--- src/rtl/count_chk_pkg.sv ---
// Shared types and default widths for the counter sequence checker and its
// prediction helper.
package count_chk_pkg;

  localparam int CHK_CW = 4;
  localparam int CHK_EW = 8;

  typedef enum logic [1:0] {
    IDLE   = 2'd0,
    SYNC   = 2'd1,
    LOCKED = 2'd2,
    FAULT  = 2'd3
  } chk_state_t;

endpackage

--- src/rtl/count_predict.sv ---
// Combinational next-value model of an up/down loadable counter with its own
// reset; wrap-around falls out of the modulo-2^CW arithmetic.
module count_predict
  import count_chk_pkg::*;
#(
  parameter int CW = CHK_CW
) (
  input  logic [CW-1:0] q,
  input  logic          S,
  input  logic          up_and_down,
  input  logic          cnt_rst,
  input  logic [CW-1:0] D,
  output logic [CW-1:0] next
);

  // Priority: counter reset, then load, then count direction.
  always_comb begin
    next = '0;
    if (cnt_rst) begin
      next = '0;
    end else if (S) begin
      next = D;
    end else if (up_and_down) begin
      next = q + CW'(1);
    end else begin
      next = q - CW'(1);
    end
  end

endmodule

--- config.mk ---
export PLATFORM = sky130hd
export DESIGN_NAME = count_predict
export DESIGN_NICKNAME = d
export VERILOG_FILES = /design/src/rtl/count_chk_pkg.sv /design/src/rtl/count_predict.sv
export SDC_FILE = /design/constraint.sdc
export NUM_CORES = 1
export LEC_CHECK = 0
export CAP_MARGIN = 25
export CORE_AREA = 10 10 47 49
export DETAILED_ROUTE_END_ITERATION = 10
export DIE_AREA = 0 0 57 59
export PLACE_DENSITY = 0.36
export SYNTH_ARGS = -nofsm -noshare
export SYNTH_HDL_FRONTEND = slang
export SYNTH_SLANG_ARGS = --single-unit
--- constraint.sdc ---
create_clock -name vclk -period 3.27
set_input_delay 0.4905 -clock vclk [all_inputs]
set_output_delay 0.4905 -clock vclk [all_outputs]
set_load 0.01 [all_outputs]
==> metrics.txt <==
Static Leak=between 0.1 and 0.15 nW; setup TNS=0 ns; # hold bufs at CTS=0; distinct cell type count of the synthesized netlist=13; Final Hold Viols=0; post-route ant nets=0; CP Data Required Time=roughly 2.8 ns; nets@finish=just over 50; Seq/Total Area, Yosys=0; post-cts sizing count=0; Mapped Cells=21; area share of the largest cell type after synthesis=0.1613; Slew @ Worst Pin=approximately 0.28 ns; I/O pin cnt=15; port bufs=15; drt via density=3.843; switching power share of the total=0.3873; number of diodes=0; Slew HR=0.8100; DRT Wirelength=542 µm; Area contributors post-synth=ha_1 (16%), fa_1 (13%), mux2i_1 (13%); clock buffer count=0; Rows=14; Starting DRT DRC Count=3; final slew viol count=0; post-detailed-route wirelength per cell=~11 µm; Register Area=0 µm²; status=finished, final reports clean; GR Util All Layers=0.02760; endpoints failing setup=0; vias in the first global route=between 150 and 200; synthesized cell area=155.1 µm²; Filler cells=between 150 and 200; dpl cell area=approximately 320 µm²; RSZ-0062 raised after global routing=no; pin count of the biggest net entering global routing=8; layout cells sized above 1=0; seq_cells=0; biggest area consumer among synthesized cells=ha_1; Critical Path AT=2.52 ns; setup bufs post-CTS=0; logic gate share of total power=1.000; Worst Hold End=next[3]; DRC violations left=0; Worst Path Class, Setup=in -> out; clock share of power=0; PwrDens=138.3 mW/mm²; Peak VDD IR=around 38 µV; Period Utilization, post-route=0.9192; Starting Density=0.1107; Die W=between 50 and 60 µm; die height=between 50 and 60 µm; Final Power=~0.044 mW; Max-Cap Viols=0; Final GP Congestion=slightly below 0.7; Vias=196; Finished Cell Area=320.3 µm²; worst-path fanout max=3; initial antenna violation count=0; global-route congestion overflow total=0; Synth Net Count=35; Int Pwr=about 0.027 mW; first-pass GRT wire length=~830 µm; Tmin final=between 3 and 4 ns; Seq pwr share=0; Area Overhead vs Synth=106.5%; hold path start=D[3]; area occupied by multi-input gates=approximately 150 µm²; switching power=approximately 0.017 mW; core area=0.001401 mm²; max frequency=332.7 MHz; CP Launch Type=input port; critical path endpoint category=output port; number of synthesis warnings=0; Mapped Avg Cell Area=7.388 µm²; die area=0.003363 mm²; Hold Path Stages=4; class of the worst hold path=in -> out; drt first pass iters=2
-- power groups by stage --
stage,combinational (mW),sequential [mW],clock [mW]
after CTS,0.0453,0,0
after detailed placement,0.0452,0,0
final,0.0443,0,0
after global routing,0.0484,0,0
after floorplan,0.0190,0,0
after global placement,0.0446,0,0
-- area by class of cell --
cell class,instances,share of cell area
multi-input cells,19,0.4570
repair buffers,15,0.4688
well taps,16,0.06250
inverters,1,0.01172
-- worst max-delay path: stages --
cell and delay (ns):
clkdlybuf4s50_1 0.50, inv_1 0.09, ha_1 0.34, a21oi_1 0.10
a2111o_1 0.41, nand3_1 0.07, clkdlybuf4s50_1 0.53
-- through the flow --
| stage | setup WS (ns) | utilization | cells | hold WS, ns |
|---|---|---|---|---|
| floorplan | 1.340 | - | 21 | 1.029 |
| global placement | 0.2679 | 0.2286 | 51 | 2.017 |
| detailed placement | 0.2439 | 0.2286 | 51 | 2.025 |
| CTS | 0.2436 | 0.2286 | 51 | 2.024 |
| global route | 0.1554 | 0.2286 | 51 | 2.072 |
| finish | 0.2641 | 0.2286 | 51 | 2.008 |
-- kinds of logic (layout without fill, tap and decap cells) --
kind of cell               after synthesis  after routing  share of synthesized area
xor gates and xnor gates                 2              2                     0.1129
AOI/OAI and AO/OA                        3              3                     0.1371
adders and majority gates                3              3                     0.2903
and+or+nand+nor                          9              9                     0.2743
muxes                                    2              2                     0.1290
buffers and inverters                    2             16                    0.05640
-- layout by cell type (no fill, tap or decap) --
cell | synthesis | routed
nand4_1 | 1 | 1
inv_1 | 1 | 1
xor2_1 | 1 | 1
a21oi_1 | 2 | 2
mux2i_1 | 2 | 2
ha_1 | 2 | 2
xnor2_1 | 1 | 1
nor2_1 | 5 | 5
clkdlybuf4s50_1 | 0 | 15
nand3b_1 | 1 | 1
a2111o_1 | 1 | 1
fa_1 | 1 | 1
nand3_1 | 2 | 2
-- per-layer routing --
metal	share of wire	up-vias	GRT usage
met5	0	-	0
met4	0	0	0
met3	0.13	0	0.01502
met2	0.42	9	0.04186
met1	0.46	84	0.03542
li1	-	103	-
-- cells in the mapped netlist, drive strengths merged --
master and count:
a2111o 1, a21oi 2, buf 1, fa 1, ha 2, inv 1, mux2i 2, nand3 2
nand3b 1, nand4 1, nor2 5, xnor2 1, xor2 1
-- how the worst max path moves through the flow --
stage / startpoint / endpoint
finish: up_and_down / next[3]
global route: up_and_down / next[3]
CTS: up_and_down / next[3]
detailed placement: up_and_down / next[3]
global placement: up_and_down / next[3]
floorplan: up_and_down / next[3]
Note: power is estimated with default switching activity, not from simulation.
